### config.mk
export PLATFORM = sky130hd
export DESIGN_NAME = alu_exec_ctrl
export DESIGN_NICKNAME = d
export VERILOG_FILES = /design/src/rtl/alu_exec_ctrl_pkg.sv /design/src/rtl/alu_exec_ctrl_decode.sv /design/src/rtl/alu_exec_ctrl.sv
export SDC_FILE = /design/constraint.sdc
export NUM_CORES = 1
export LEC_CHECK = 0
export ABC_AREA = 1
export BUFFER_PORTS_ARGS = -buffer_cell sky130_fd_sc_hd__buf_4
export CAP_MARGIN = 15
export CORE_MARGIN = 3
export CORE_UTILIZATION = 47
export DETAILED_ROUTE_END_ITERATION = 8
export PLACE_DENSITY = 0.89
export SKIP_CTS_REPAIR_TIMING = 1
export SYNTH_ARGS = -nofsm -noshare
export SYNTH_HDL_FRONTEND = slang
export SYNTH_SLANG_ARGS = --single-unit
### constraint.sdc
create_clock -name clk -period 2.7 [get_ports clk]
set_clock_uncertainty 0.2 [all_clocks]
set_input_delay 0.27 -clock clk [delete_from_list [all_inputs] [get_ports clk]]
set_output_delay 0.27 -clock clk [all_outputs]
set_load 0.02 [all_outputs]
### src/rtl/alu_exec_ctrl_pkg.sv
// rtl/alu_exec_ctrl_pkg.sv - opcodes, states, PSR layout and opcode-class decode
package alu_exec_ctrl_pkg;

   localparam int OP_W = 8;

   // Shared ALU opcode encodings
   localparam logic [OP_W-1:0] OP_NOP    = 8'h00;
   localparam logic [OP_W-1:0] OP_AND    = 8'h01;
   localparam logic [OP_W-1:0] OP_OR     = 8'h02;
   localparam logic [OP_W-1:0] OP_XOR    = 8'h03;
   localparam logic [OP_W-1:0] OP_ADDCU  = 8'h04;
   localparam logic [OP_W-1:0] OP_ADD    = 8'h05;
   localparam logic [OP_W-1:0] OP_ADDU   = 8'h06;
   localparam logic [OP_W-1:0] OP_ADDC   = 8'h07;
   localparam logic [OP_W-1:0] OP_SUB    = 8'h09;
   localparam logic [OP_W-1:0] OP_CMP    = 8'h0B;
   localparam logic [OP_W-1:0] OP_NOT    = 8'h0F;
   localparam logic [OP_W-1:0] OP_ADDCUI = 8'h40;
   localparam logic [OP_W-1:0] OP_ADDI   = 8'h50;
   localparam logic [OP_W-1:0] OP_ADDUI  = 8'h60;
   localparam logic [OP_W-1:0] OP_ADDCI  = 8'h70;
   localparam logic [OP_W-1:0] OP_LSHI   = 8'h80;
   localparam logic [OP_W-1:0] OP_LSH    = 8'h84;
   localparam logic [OP_W-1:0] OP_ALSH   = 8'h85;
   localparam logic [OP_W-1:0] OP_RSHI   = 8'h88;
   localparam logic [OP_W-1:0] OP_RSH    = 8'h8C;
   localparam logic [OP_W-1:0] OP_ARSH   = 8'h8D;
   localparam logic [OP_W-1:0] OP_SUBI   = 8'h90;
   localparam logic [OP_W-1:0] OP_CMPI   = 8'hB0;

   typedef enum logic [1:0] {S_IDLE, S_READ, S_EXEC, S_WB} state_t;

   // PSR is {C, F, L, N, Z}
   localparam int PSR_C = 4;
   localparam int PSR_F = 3;
   localparam int PSR_L = 2;
   localparam int PSR_N = 1;
   localparam int PSR_Z = 0;

   localparam logic [4:0] MASK_NONE = 5'b00000;
   localparam logic [4:0] MASK_FZ   = 5'b01001;
   localparam logic [4:0] MASK_CZ   = 5'b10001;
   localparam logic [4:0] MASK_LNZ  = 5'b00111;
   localparam logic [4:0] MASK_Z    = 5'b00001;

   typedef struct packed {
      logic       writes_back;
      logic       uses_imm;
      logic       imm_signed;
      logic [4:0] psr_mask;
      logic       illegal;
   } op_info_t;

   // ADDCI is deliberately absent: it has no ALU meaning and decodes as illegal
   function automatic op_info_t decode_op(input logic [OP_W-1:0] op);
      op_info_t i;
      i = '0;
      case (op)
         OP_ADD, OP_SUB, OP_ADDC:   begin i.writes_back = 1'b1; i.psr_mask = MASK_FZ; end
         OP_ADDI, OP_SUBI:          begin i.writes_back = 1'b1; i.uses_imm = 1'b1;
                                          i.imm_signed = 1'b1; i.psr_mask = MASK_FZ; end
         OP_ADDU, OP_ADDCU:         begin i.writes_back = 1'b1; i.psr_mask = MASK_CZ; end
         OP_ADDUI, OP_ADDCUI:       begin i.writes_back = 1'b1; i.uses_imm = 1'b1;
                                          i.psr_mask = MASK_CZ; end
         OP_CMP:                    i.psr_mask = MASK_LNZ;
         OP_CMPI:                   begin i.uses_imm = 1'b1; i.imm_signed = 1'b1;
                                          i.psr_mask = MASK_LNZ; end
         OP_LSH, OP_RSH, OP_ALSH, OP_ARSH:
                                    begin i.writes_back = 1'b1; i.psr_mask = MASK_Z; end
         OP_LSHI, OP_RSHI:          begin i.writes_back = 1'b1; i.uses_imm = 1'b1;
                                          i.psr_mask = MASK_Z; end
         OP_AND, OP_OR, OP_XOR, OP_NOT:
                                    i.writes_back = 1'b1;
         OP_NOP:                    i = '0;
         default:                   i.illegal = 1'b1;
      endcase
      return i;
   endfunction

   function automatic logic writes_back(input logic [OP_W-1:0] op);
      return decode_op(op).writes_back;
   endfunction

   function automatic logic uses_imm(input logic [OP_W-1:0] op);
      return decode_op(op).uses_imm;
   endfunction

   function automatic logic imm_signed(input logic [OP_W-1:0] op);
      return decode_op(op).imm_signed;
   endfunction

   function automatic logic [4:0] psr_mask(input logic [OP_W-1:0] op);
      return decode_op(op).psr_mask;
   endfunction

endpackage

### src/rtl/alu_exec_ctrl_decode.sv
// rtl/alu_exec_ctrl_decode.sv - combinational opcode-class decoder
module alu_op_decode
   import alu_exec_ctrl_pkg::*;
(
   input  logic [OP_W-1:0] opcode,
   output logic            writes_back,
   output logic            uses_imm,
   output logic            imm_signed,
   output logic [4:0]      psr_mask,
   output logic            illegal
);

   op_info_t info;

   // Map the opcode to its class attributes
   always_comb begin
      info        = decode_op(opcode);
      writes_back = info.writes_back;
      uses_imm    = info.uses_imm;
      imm_signed  = info.imm_signed;
      psr_mask    = info.psr_mask;
      illegal     = info.illegal;
   end

endmodule

### src/rtl/alu_exec_ctrl.sv
// rtl/alu_exec_ctrl.sv - four-state execute sequencer around the 16-bit ALU
module alu_exec_ctrl
   import alu_exec_ctrl_pkg::*;
#(
   parameter int DATA_W  = 16,
   parameter int RADDR_W = 4,
   parameter int IMM_W   = 8
) (
   input  logic               clk,
   input  logic               reset,
   input  logic               issue_valid,
   output logic               issue_ready,
   input  logic [OP_W-1:0]    issue_opcode,
   input  logic [RADDR_W-1:0] issue_rdest,
   input  logic [RADDR_W-1:0] issue_rsrc,
   input  logic [IMM_W-1:0]   issue_imm,
   input  logic               flush,
   output logic [RADDR_W-1:0] rf_raddr_a,
   output logic [RADDR_W-1:0] rf_raddr_b,
   input  logic [DATA_W-1:0]  rf_rdata_a,
   input  logic [DATA_W-1:0]  rf_rdata_b,
   output logic               rf_we,
   output logic [RADDR_W-1:0] rf_waddr,
   output logic [DATA_W-1:0]  rf_wdata,
   output logic [OP_W-1:0]    alu_opcode,
   output logic [DATA_W-1:0]  alu_a,
   output logic [DATA_W-1:0]  alu_b,
   input  logic [DATA_W-1:0]  alu_c,
   input  logic               alu_carry,
   input  logic               alu_flag,
   input  logic               alu_low,
   input  logic               alu_negative,
   input  logic               alu_zero,
   output logic [4:0]         psr,
   output logic               done,
   output logic               illegal
);

   state_t               state;
   logic [OP_W-1:0]      opcode_q;
   logic [RADDR_W-1:0]   rdest_q;
   logic [RADDR_W-1:0]   rsrc_q;
   logic [IMM_W-1:0]     imm_q;

   logic                 dec_wb;
   logic                 dec_imm;
   logic                 dec_signed;
   logic [4:0]           dec_mask;
   logic                 dec_illegal;
   logic [DATA_W-1:0]    imm_ext;
   logic [DATA_W-1:0]    b_operand;
   logic [4:0]           alu_flags;

   alu_op_decode u_decode (
      .opcode      (opcode_q),
      .writes_back (dec_wb),
      .uses_imm    (dec_imm),
      .imm_signed  (dec_signed),
      .psr_mask    (dec_mask),
      .illegal     (dec_illegal)
   );

   // Operand B selection and writeback/readback wiring from the latched fields
   always_comb begin
      imm_ext    = dec_signed ? {{(DATA_W-IMM_W){imm_q[IMM_W-1]}}, imm_q}
                              : {{(DATA_W-IMM_W){1'b0}}, imm_q};
      b_operand  = dec_imm ? imm_ext : rf_rdata_b;
      alu_flags  = {alu_carry, alu_flag, alu_low, alu_negative, alu_zero};
      rf_raddr_a = rdest_q;
      rf_raddr_b = rsrc_q;
      rf_waddr   = rdest_q;
      rf_wdata   = alu_c;
      // Combinational so that a flush in WB can still cancel the write
      rf_we      = (state == S_WB) && dec_wb && !flush;
   end

   // Sequencer: IDLE -> READ -> EXEC -> WB, with flush short-circuiting to IDLE
   always_ff @(posedge clk or posedge reset) begin
      if (reset) begin
         state       <= S_IDLE;
         psr         <= '0;
         alu_a       <= '0;
         alu_b       <= '0;
         alu_opcode  <= OP_NOP;
         issue_ready <= 1'b1;
         done        <= 1'b0;
         illegal     <= 1'b0;
         opcode_q    <= '0;
         rdest_q     <= '0;
         rsrc_q      <= '0;
         imm_q       <= '0;
      end else begin
         done    <= 1'b0;
         illegal <= 1'b0;
         case (state)
            S_IDLE: begin
               if (issue_valid) begin
                  opcode_q    <= issue_opcode;
                  rdest_q     <= issue_rdest;
                  rsrc_q      <= issue_rsrc;
                  imm_q       <= issue_imm;
                  alu_opcode  <= issue_opcode;
                  issue_ready <= 1'b0;
                  state       <= S_READ;
               end
            end
            S_READ: begin
               if (flush) begin
                  state       <= S_IDLE;
                  issue_ready <= 1'b1;
                  alu_opcode  <= OP_NOP;
                  done        <= 1'b1;
               end else begin
                  state <= S_EXEC;
               end
            end
            S_EXEC: begin
               if (flush) begin
                  state       <= S_IDLE;
                  issue_ready <= 1'b1;
                  alu_opcode  <= OP_NOP;
                  done        <= 1'b1;
               end else begin
                  alu_a   <= rf_rdata_a;
                  alu_b   <= b_operand;
                  done    <= 1'b1;
                  illegal <= dec_illegal;
                  state   <= S_WB;
               end
            end
            S_WB: begin
               if (!flush) begin
                  psr <= (psr & ~dec_mask) | (alu_flags & dec_mask);
               end
               state       <= S_IDLE;
               issue_ready <= 1'b1;
               alu_opcode  <= OP_NOP;
            end
            default: state <= S_IDLE;
         endcase
      end
   end

endmodule
Word-level counts from Yosys, hierarchy flattened:

Cells that the tools add are included.

* bits in registers: 74
* output and inout port bits: 77
* logic and storage cells: 82

* eq/ne operators: 26
* mux-type cells: 21
* bitwise operators: 5
* reduce and logical (&&, ||, !) cells: 18

Operators by type and width (count)
* 8-bit equality test (second input constant): 8
* 8-bit by 3-bit equality test with 1-bit output (second input constant): 4
* 16-bit 2-to-1 mux: 2
* 8-bit by 4-bit equality test with 1-bit output (second input constant): 3
* 8-bit by 7-bit equality test with 1-bit output (second input constant): 3
* 8-bit one-hot mux with 3 select lines: 1
* 22-bit OR reduction: 1
* 5-bit one-hot mux with 4 select lines: 1
* 19-bit OR reduction: 1
* 8-bit by 2-bit equality test with 1-bit output (second input constant): 2
* 8-bit 2-to-1 mux: 2
* 5-bit AND: 2
* 1-bit 2-to-1 mux: 9
* 8-bit by 1-bit equality test with 1-bit output (second input constant): 1
* 8-bit logical NOT: 1
* 2-bit one-hot mux with 4 select lines: 1
* 2-bit AND reduction: 4
* 7-bit OR reduction: 1
* 2-bit 2-to-1 mux: 3
* 6-bit OR reduction: 1
* 5-bit inverter: 1
* 5-bit OR: 1
* 5-bit OR reduction: 1
* 2-bit equality test (second input constant): 2
* 12 further kinds: 14

Longest topological paths before layout:

Gate-level depths: netlist of the first run.

* word-level depth: 6
* depth in mapped cells: 10

Modules after synthesis:

From an unflattened synthesis of the first run, not the netlist that was laid out.

* cell total of the unflattened synthesis: 455
* area total of the unflattened synthesis: 3565.9 um^2

Modules (own cells, without submodules)
* alu_exec_ctrl: times used 1, cells an instance 398, area each 3298.2 um^2
* alu_op_decode: times used 1, cells an instance 57, area each 267.8 um^2

Worst setup path before layout of the first run:

OpenSTA, ideal clock, no wires.

* path kind: register to output
* from: reg opcode_q[1]
* to: out rf_we
* data arrival time: 1416 ps
* required time: 2230 ps
* setup slack: 814 ps
* stages on the path, launching flop included: 10
* buffers on the path: 0
* cells stage by stage: dfrtp_1 > nor2_1 > nand2_2 > nor2_2 > nor2_1 > nand2_1 > inv_1 > o21ai_0 > nor2_1 > nor2_1

* word-level cells in the longest chain between the ends: 5
* elaborated cells on any way between the ends: 23

Ends and longest elaborated chain
* start, declared: line alu_exec_ctrl.sv:40 `logic [OP_W-1:0] opcode_q;`
* start signal, assigned: line alu_exec_ctrl.sv:98 `opcode_q <= issue_opcode;`
* 8-bit by 3-bit equality test with 1-bit output, or another cell as far along: line alu_exec_ctrl_pkg.sv:58 `case (op)`
* 19-bit OR reduction (no source line) *
* 1-bit 2-to-1 mux *: line alu_exec_ctrl_pkg.sv:58
* 1-bit logical AND * (2 in a row): line alu_exec_ctrl.sv:74 `rf_we = (state == S_WB) && dec_wb && !flush;`
* end, declared: line alu_exec_ctrl.sv:22 `output logic rf_we,`

Every way passes the cells marked *; elsewhere a longest branch is shown, timed or not.

Worst setup path after layout of the first run:

* from: reg opcode_q[2]
* to: out rf_we

Same word-level chain as after synthesis.

==> summary.md, run 1 <==
| Metric | Value |
|---|---|
| Status | `finished, violations left` |
| Failing checks | `hold timing` |
| Post-synth cell types | `24` |
| Longest Clk Path Bufs | `2` |
| Element type at the critical path end | `output port` |
| Overall routing resource usage | `20.3%` |
| PD cells | `1070 nW/um^2` |
| Synthesized instance count | `407` |
| Area Growth Syn to Fin | `43.6%` |
| Starting Density | `48.6%` |
| Relative slew margins | `53.8%` |
| N_diodes | `0` |
| Crit. Startpoint | `opcode_q[2]` |
| CP Cell Sequence | `nor2_1 > nand2_2 > nor2_2 > nor2_1 > nand2_1 > inv_1 > o21ai_0 > nor2_1 > nor2_1 > buf_4` |
| Max incr delay on CP | `0.46 ns` |
| Synth Warn # | `0` |
| Die ar. | `8620 sq um` |
| CTS clk-pin slew, worst paths | `0.08 ns` |
| Hold Crit Start | `issue_imm[6]` |
| Fin. max-slew vios | `0` |
| Share of cells above drive strength 1 | `32.6%` |
| Req. time, crit path | `2.23 ns` |
| Top_reg_cell synth | `dfrtp_1` |
| Top cells by count, synth | `nand2_1 (122), dfrtp_1 (73), inv_1 (35), nor2_1 (35), o21ai_0 (25)` |
| Mean post-synth cell area | `8.71 sq um` |
| Mapped cell area | `3540 sq um` |
| Die height | `92.8 um` |
| Vias/cell | `4.93` |
| Asr flop ratio synth | `100%` |
| Most instantiated library cell after synthesis | `nand2_1` |
| Number of synthesized flops with an enable pin | `0` |
| Initial drt markers | `211` |
| Vias in the first global route | `3068` |
| Via count | `3260` |
| WL met2 | `4.85 mm` |
| TNS Setup | `0 ns` |
| Slew @ Worst Pin | `0.692 ns` |
| Maxcap violations | `0` |
| Placed instance area | `4450 sq um` |
| DRC | `0` |
| RSZ-0062 raised after global routing | `false` |
| Max Fclk | `0.414 GHz` |
| Final WL | `9.62 mm` |
| Clock Root Buffer | `clkbuf_8` |
| Drt pass-1 iters | `4` |
| Routed WL per cell | `14.5 um` |
| Layout Utilization | `69.8%` |
| Pin count of the biggest net entering global routing | `34` |
| Grt total ovfl | `0` |
| Share of the synthesized area in the top cell type | `51.6%` |
| CP max-delay cell | `dfrtp_1` |
| Critical-path maximum fanout | `7` |
| Core ar. | `7290 sq um` |
| CTS sink cnt | `74` |
| Row cnt | `31` |
| First-pass GRT wire length | `13.8 mm` |
| Post-synthesis sequential area ratio | `52.3%` |
| Synthesis-stage register bit count | `74` |
| DR WL met3 | `687 um` |
| Die X | `92.8 um` |
| Most frequent CP cell | `nor2_1` |
| Area leader, netlist | `dfrtp_1` |
| Synth top area cells | `dfrtp_1 (52%), nand2_1 (13%), buf_4 (4.2%)` |
| Tcrit/Tclk final | `89.4%` |
| Worst hold path type | `in2reg` |
| Critical Path AT | `1.94 ns` |
| WS Path Type | `reg2out` |
| TritonCTS clock tree | `yes` |
| LEAKAGE | `2.69 nW` |
| IO Pins | `158` |
| RD Place Congestion | `0.863` |
| Nets@finish | `643` |
| IO Port Bufs | `125` |
| Max Used Layer | `met4` |
| Max VDD drop | `697 uV` |
| DP Wirelength | `6.45 mm` |
| Fin crit period | `2.41 ns` |
| Antenna violations before repair | `0` |
| Reg-to-Reg Start | `state[0]` |
| H-tree levels | `3` |
| Worst skew pair latency | `0.34 ns` |
| Count of final setup violators | `0` |
| Final Instance Area | `5090 sq um` |
| Setup crit start kind | `register` |
| Met1 wire length | `3.85 mm` |
| CTS Buf Count | `9` |
| Syn_nets | `493` |
| Hold_ws | `-0.0210 ns` |
| Final Hold Fails | `5` |
| Antenna Violating Nets Remaining | `0` |
final cells by class:
cell class | instances | area, sq um
multi-input combinational | 263 | 1340
clock inverter | 4 | 73.8
timing repair buffer | 171 | 1400
inverter | 38 | 143
sequential | 74 | 1850
tap | 99 | 124
fill | 558 | 2200
clock buffer | 12 | 155
logic make-up (layout without fill, tap and decap cells):
kind of cell | Yosys count | count (layout) | share of synthesized area [%]
AO/OA/AOI/OAI | 48 | 48 | 8.40
adder cells (fa/ha/maj) | 5 | 5 | 1.77
buffers and inverters | 70 | 225 | 9.96
flip-flops | 74 | 74 | 52.3
multiplexers | 8 | 8 | 2.54
AND/OR/NAND/NOR | 202 | 202 | 25.0
where the power goes:
group          switching (mW)  internal (mW)  total (mW)
clock                   0.413          0.572       0.984
combinational            1.51           1.03        2.53
sequential              0.337           1.60        1.94
per-layer routing:
metal,GRT usage (%),vias up
met5,0,-
met4,8.42,0
met3,5.93,21
met2,34.7,129
met1,23.7,1548
li1,-,1562
worst paths after layout:
kind                       cells after the start             to  slack [ns]
min                                            3       imm_q[6]       -0.02
min reg2reg                                    2       register        0.28
max                                           10          rf_we        0.29
max reg2reg                                    6       imm_q[3]        0.76
min in group asynchronous                      3  rf_raddr_b[1]        0.42
max in group asynchronous                      4       alu_a[3]        1.19
stage by stage:
step / setup WS, ns / instances / power, mW
2_1_floorplan: 0.350 / 407 / 3.51
3_3_place_gp: 0.783 / 604 / 4.33
3_5_place_dp: 0.697 / 604 / 4.43
4_1_cts: 0.314 / 620 / 5.43
5_1_grt: 0.0962 / 661 / 5.82
6_report: 0.286 / 661 / 5.46
registers in the layout, summed over array words and instances, names as in the netlist, named ones only:
name and flops:
alu_a 16, alu_b 16, alu_opcode 8, imm_q 8
opcode_q 8, rf_raddr_a 4, rf_raddr_b 4, state 2
done 1, illegal 1, issue_ready 1
worst max-delay path, delay by kind of cell, from the launching register on:
kind	cells	cell delay [ns]
buffers and inverters	2	0.20
flip-flops	1	0.46
AO/OA/AOI/OAI	1	0.10
AND/OR/NAND/NOR	7	0.86
cell usage in the layout, fill, tap and decap left out, types with 2 or more instances in the layout:
master         count
inv_2              4
dlygate4sd3_1     41
ha_1               5
nand3_1           19
nand3b_1          10
dfrtp_1           73
a21oi_2            8
a21oi_1           11
o21ai_0           25
buf_4            129
nor2_2             3
nand2_2            3
inv_1             34
a21oi_4            2
nand2_1          122
bufinv_16          2
nor2_1            34
clkbuf_8          11
nor3_1             2
mux2_2             8
nand3_2            8
(Power assumes the default switching activity.)
==> inputs of run 2 (changes only) <==
ABC_AREA = 0   (was 1)
==> summary.md, run 2 <==
| Metric | Value |
|---|---|
| Commonest non-fill, non-tap cell in the layout | `buf_4` |
| Mean post-synth cell area | `10.2 sq um (+18%)` |
| Area leader, netlist | `dfrtp_1` |
| Synthesis-stage register bit count | `74 (unchanged)` |
| Critical path buffer and inverter count | `1 (-1)` |
| Syn_nets | `420 (-15%)` |
| Via count | `2943 (-9.7%)` |
| H-tree levels | `3 (unchanged)` |
| Status | `complete, no violations` |
| Pin count of the biggest net entering global routing | `41 (+21%)` |
| Setup crit start kind | `register` |
| Die ar. | `8340 sq um (-3.2%)` |
| Area Growth Syn to Fin | `47.4%` |
| Crit. Startpoint | `opcode_q[6]` |
| Post-synth cell types | `41 (+71%)` |
| CTS sink cnt | `74 (unchanged)` |
| Post-synthesis sequential area ratio | `54.1% (+1.8 points)` |
| Top_reg_cell synth | `dfrtp_1` |
| Max Fclk | `0.397 GHz (-4.1%)` |
| Element type at the critical path end | `output port` |
| Overall routing resource usage | `18.6% (-1.6 points)` |
| Tcrit/Tclk final | `93.3% (+3.9 points)` |
| Final WL | `8.81 mm (-8.4%)` |
| Starting Density | `49.3% (+0.70 points)` |
| Grt total ovfl | `0 (unchanged)` |
| R2r endpoint | `alu_b[5]` |
| Max incr delay on CP | `0.46 ns (about the same)` |
| Req. time, crit path | `2.23 ns (about the same)` |
| Total Power | `5.39 mW (-1.3%)` |
| Synth Warn # | `0 (unchanged)` |
| Layout Utilization | `72.7% (+2.9 points)` |
| Max VDD drop | `612 uV (-12%)` |
| N_diodes | `0 (unchanged)` |
| Drt pass-1 iters | `4 (unchanged)` |
| Vias/cell | `4.98 (+0.97%)` |
| Share of cells above drive strength 1 | `35.8% (+3.2 points)` |
| Share of the synthesized area in the top cell type | `53.4% (+1.8 points)` |
| Worst skew pair latency | `0.34 ns (about the same)` |
| Worst hold path type | `in2reg` |
| Initial drt markers | `118 (-44%)` |
| IO Pins | `158 (unchanged)` |
| Relative slew margins | `46.3% (-7.5 points)` |
| Top cells by count, synth | `nand2_1 (91), dfrtp_1 (73), mux2_2 (24)` |
| Antenna Violating Nets Remaining | `0 (unchanged)` |
| CTS Buf Count | `9 (unchanged)` |
| Synthesized instance count | `334 (-18%)` |
| DRC | `0 (unchanged)` |
| RSZ-0062 raised after global routing | `false` |
| CTS clk-pin slew, worst paths | `0.09 ns (about the same)` |
| Flop-to-flop setup slack | `0.43 ns (-0.33 ns)` |
| DP Wirelength | `5.77 mm (-10%)` |
| Core ar. | `6940 sq um (-4.8%)` |
| Reg-to-Reg Start | `opcode_q[1]` |
| Routed WL per cell | `14.9 um (+2.5%)` |
| CP max-delay cell | `dfrtp_1` |
| Fin crit period | `2.52 ns (+0.104 ns)` |
| R2R cell count | `5 (-1)` |
| CP Cell Sequence | `nand2b_4 > or4_1 > a31oi_1 > a211oi_1 > nor2b_1 > buf_4` |
| Critical Path Sink | `rf_we` |
| Die X | `91.3 um (-1.6%)` |
| Clock Root Buffer | `clkbuf_8` |
| Critical-path maximum fanout | `9 (+2)` |
| Synth top area cells | `dfrtp_1 (53%), nand2_1 (10%), mux2_2 (7.9%)` |
| WS Path Type | `reg2out` |
| Die height | `91.3 um (-1.6%)` |
| Count of final setup violators | `0 (unchanged)` |
| Longest Clk Path Bufs | `2 (unchanged)` |
| Most instantiated library cell after synthesis | `nand2_1` |
| Maxcap violations | `0 (unchanged)` |
| Row cnt | `30 (-3.2%)` |
| TritonCTS clock tree | `yes` |
| IO Port Bufs | `125 (unchanged)` |
| Slew @ Worst Pin | `0.805 ns (+0.114 ns)` |
| Vias in the first global route | `2743 (-11%)` |
| Critical Path AT | `2.05 ns (+0.11 ns)` |
| Biggest regs | `alu_a (16), alu_b (16)` |
| Asr flop ratio synth | `100% (unchanged)` |
| PD cells | `1070 nW/um^2 (-0.45%)` |
| TNS Setup | `0 ns (unchanged)` |
| Nets@finish | `576 (-10%)` |
| RD Place Congestion | `0.901 (+4.5%)` |
| Number of synthesized flops with an enable pin | `0 (unchanged)` |
| CP delay by family, top | `simple AND/OR/NAND/NOR gates` |
| Most frequent cells in the layout | `buf_4 (129), nand2_1 (91), dfrtp_1 (73)` |
| Final Hold Fails | `0 (-5)` |
| Cell depth of the worst setup path | `6 (-4)` |
| Antenna violations before repair | `0 (unchanged)` |
| LEAKAGE | `2.55 nW (-5.4%)` |
| Fin. max-slew vios | `0 (unchanged)` |
| Hold_ws | `0.00177 ns (+0.0227 ns)` |
| Mapped cell area | `3420 sq um (-3.4%)` |
| First-pass GRT wire length | `12.5 mm (-9.9%)` |
## run 2: cell count changes after synthesis, moves of 10 or more
cell and change:
nand3b_1 -10, o21ai_1 +10, nand3_1 -18, o21ai_0 -12
inv_1 -31, mux2_2 +16, nor2_1 -20, nand2_1 -31
## run 2: worst min-delay path by stage
stage,from,endpoint,slack (ns),cells past startpoint
floorplan,rf_rdata_a[0],alu_a[0],0.18,2
global placement,reset,rf_raddr_b[1],0.24,2
detailed placement,reset,rf_raddr_b[2],0.25,2
CTS,reset,rf_raddr_b[2],-0.13,2
global route,rf_rdata_b[4],alu_b[4],0.006,3
finish,rf_rdata_b[0],alu_b[0],0.002,3
## run 2: kinds of logic (layout without fill, tap and decap cells)
logic type | count (synthesis) | after routing | share of synthesized area [%]
DFF | 74 | 74 | 54.1
AOI/OAI and AO/OA | 44 | 44 | 7.13
muxes | 37 | 37 | 12.0
buffers and inverters | 43 | 204 | 7.93
and+or+nand+nor | 131 | 131 | 17.0
adders and majority gates | 5 | 5 | 1.83
## run 2: power breakdown
group / internal (mW) / switching, mW / leakage [nW]
clock network: 0.547 / 0.417 / 0.112
logic: 1.12 / 1.28 / 1.52
registers: 1.61 / 0.424 / 0.913
## run 2: area by class of cell
class | count | area [sq um]
Sequential cell | 74 | 1850
Inverter | 4 | 15.0
Multi-Input combinational cell | 217 | 1300
Clock buffer | 10 | 138
Timing Repair Buffer | 184 | 1530
Clock inverter | 6 | 90.1
Tap cell | 96 | 120
Fill cell | 464 | 1900
## run 2: worst min-delay path, stage by stage
cell and delay (ns):
buf_4 0.08, mux2i_1 0.06, o21ai_1 0.10
## run 2: routing by layer
layer	GRT usage, %	vias to the layer above	wire length (um)
met3	6.13	20	611
met1	20.7	1407	3360
met4	8.67	0	197
met2	32.3	117	4650
met5	0	-	0
li1	-	1399	-
## run 2: per-stage QoR
stage / setup slack [ns] / std cells / instance area, sq um
after floorplan: 0.350 / 334 / 3420
after global placement: 0.567 / 521 / 4280
after detailed placement: 0.443 / 521 / 4280
after CTS: 0.195 / 537 / 4510
after global routing: 0.0176 / 591 / 5050
final: 0.182 / 591 / 5050
==> inputs of run 3 (changes only) <==
CORE_UTILIZATION = 50   (was 47)
PLACE_DENSITY = 0.94   (was 0.89)
clock period = 2.91 ns   (was 2.7 ns; I/O delays follow)
==> summary.md, run 3 (synthesized netlist as in run 2, its figures left out) <==
| Metric | Value |
|---|---|
| Antenna violations before repair | `0 (unchanged)` |
| Multi-input gate area | `1300 sq um (unchanged)` |
| Longest Clk Path Bufs | `2 (unchanged)` |
| Met1 wire length | `3.49 mm (+3.9%)` |
| # fillers | `412 (-11%)` |
| Req. time, crit path | `2.42 ns (+0.19 ns)` |
| Drt pass-1 iters | `4 (unchanged)` |
| Row cnt | `29 (-3.3%)` |
| Critical-path maximum fanout | `9 (unchanged)` |
| Commonest non-fill, non-tap cell in the layout | `buf_4` |
| Die X | `88.7 um (-2.8%)` |
| Fin. max-slew vios | `0 (unchanged)` |
| R2R cell count | `5 (unchanged)` |
| Switching Share | `40.0% (+0.74 points)` |
| N_diodes | `0 (unchanged)` |
| RSZ-0062 raised after global routing | `false` |
| Placed instance area | `4240 sq um (-0.82%)` |
| Maxcap violations | `0 (unchanged)` |
| Worst hold path type | `in2reg` |
| Fin crit period | `2.55 ns` |
| Relative slew margins | `49.5% (+3.2 points)` |
| Most frequent cells in the layout | `buf_4 (130), nand2_1 (91), dfrtp_1 (73)` |
| IO Port Bufs | `125 (unchanged)` |
| Int Power | `3.02 mW (-7.9%)` |
| Nets@finish | `575 (-0.17%)` |
| H-tree levels | `3 (unchanged)` |
| Die ar. | `7880 sq um (-5.6%)` |
| Via count | `2924 (-0.65%)` |
| Vias/cell | `5.12 (+2.8%)` |
| Element type at the critical path end | `output port` |
| Critical Path AT | `2.06 ns (about the same)` |
| Vias in the first global route | `2762 (+0.69%)` |
| Clock share of power | `17.5% (-0.4 points)` |
| Count of final setup violators | `0 (unchanged)` |
| IO Pins | `158 (unchanged)` |
| Starting Density | `52.7% (+3.4 points)` |
| Grt total ovfl | `0 (unchanged)` |
| Final Instance Area | `5010 sq um (-0.72%)` |
| DP Wirelength | `5.84 mm (+1.1%)` |
| LEAKAGE | `2.53 nW (-0.56%)` |
| Clock Root Buffer | `clkbuf_8` |
| NetSw | `2.01 mW (-5.0%)` |
| Worst skew pair latency | `0.34 ns (about the same)` |
| Die height | `88.7 um (-2.8%)` |
| Sequential power share | `37.8% (about the same)` |
| DRC | `0 (unchanged)` |
| Biggest regs | `alu_a (16), alu_b (16)` |
| CTS clk-pin slew, worst paths | `0.08 ns (about the same)` |
| Register area | `1850 sq um (unchanged)` |
| Setup crit start kind | `register` |
| Logic pwr share | `44.7% (+0.3 points)` |
| Antenna Violating Nets Remaining | `0 (unchanged)` |
| Initial drt markers | `171 (+45%)` |
| WHS Path Cells | `3 (unchanged)` |
| Max VDD drop | `638 uV (+4.3%)` |
| CTS sink cnt | `74 (unchanged)` |
| TNS Setup | `0 ns (unchanged)` |
| PD cells | `1000 nW/um^2 (-6.1%)` |
| Area Growth Syn to Fin | `46.3%` |
| WL met2 | `5.11 mm (+10%)` |
| Final WL | `9.33 mm (+5.9%)` |
| WS Path Type | `reg2out` |
| Status | `complete, no violations` |
| Core ar. | `6490 sq um (-6.5%)` |
| Overall routing resource usage | `20.2% (+1.6 points)` |
| Post-Place Worst Slack | `0.675 ns (+0.232 ns)` |
| Final Hold Fails | `0 (unchanged)` |
| DR WL met3 | `611 um (unchanged)` |
| Setup ws final | `0.363 ns (+0.182 ns)` |
| TritonCTS clock tree | `yes` |
| Share of cells above drive strength 1 | `35.8% (+0.072 points)` |
| Tcrit/Tclk final | `87.5%` |
| Slew @ Worst Pin | `0.758 ns (-0.0474 ns)` |
| RD Place Congestion | `0.911 (+1.1%)` |
| Pin count of the biggest net entering global routing | `61 (+49%)` |
| Max Used Layer | `met4` |
| Flop-to-flop setup slack | `0.65 ns (+0.22 ns)` |
| Max Fclk | `0.393 GHz` |
| CTS Buf Count | `9 (unchanged)` |
| First-pass GRT wire length | `12.3 mm (-1.4%)` |
| Routed WL per cell | `16.3 um (+9.6%)` |
[run 3: power by group through the flow]
stage	Clock, mW	Combinational, mW	Sequential [mW]
floorplan	0	1.11	2.16
global placement	0	2.09	1.86
detailed placement	0	2.17	1.89
CTS	0.893	2.17	1.88
global route	0.935	2.43	1.96
finish	0.878	2.25	1.90
[run 3: final timing paths]
check | startpoint | to
hold reg to reg | alu_a[14] | alu_a[14]
hold / removal | rf_rdata_b[11] | alu_b[11]
min in group asynchronous | reset | alu_opcode[7]
setup / recovery | opcode_q[6] | rf_we
max in group asynchronous | reset | async pin
setup reg to reg | opcode_q[1] | alu_b[2]
[run 3: cell type report]
| type | count | area share [%] |
|---|---|---|
| sequential | 74 | 37.0 |
| timing repair buffer | 183 | 30.4 |
| multi-input combinational | 217 | 26.0 |
| clock buffer | 10 | 2.55 |
| tap | 77 | 1.92 |
| clock inverter | 6 | 1.82 |
| inverter | 4 | 0.325 |
[run 3: per-stage QoR]
stage | util [%] | instances | hold slack [ns] | power (mW)
floorplan | - | 334 | 0.196 | 3.27
global placement | 65.3 | 502 | 0.259 | 3.95
detailed placement | 65.3 | 502 | 0.264 | 4.06
CTS | 68.7 | 518 | -0.0819 | 4.94
global route | 77.1 | 571 | 0.00220 | 5.33
finish | 77.1 | 571 | 0.0212 | 5.03
[run 3: layer usage]
layer / vias to the layer above / GRT usage [%]
met3: 14 / 6.80
met4: 0 / 7.14
met1: 1399 / 22.9
li1: 1391 / -
met2: 120 / 35.4
met5: - / 0
[run 3: critical path: stages (launching register included)]
cell	delay (ns)
dfrtp_1	0.46
nand2b_4	0.18
or4_1	0.47
a31oi_1	0.23
a211oi_1	0.10
nor2b_1	0.13
buf_4	0.15
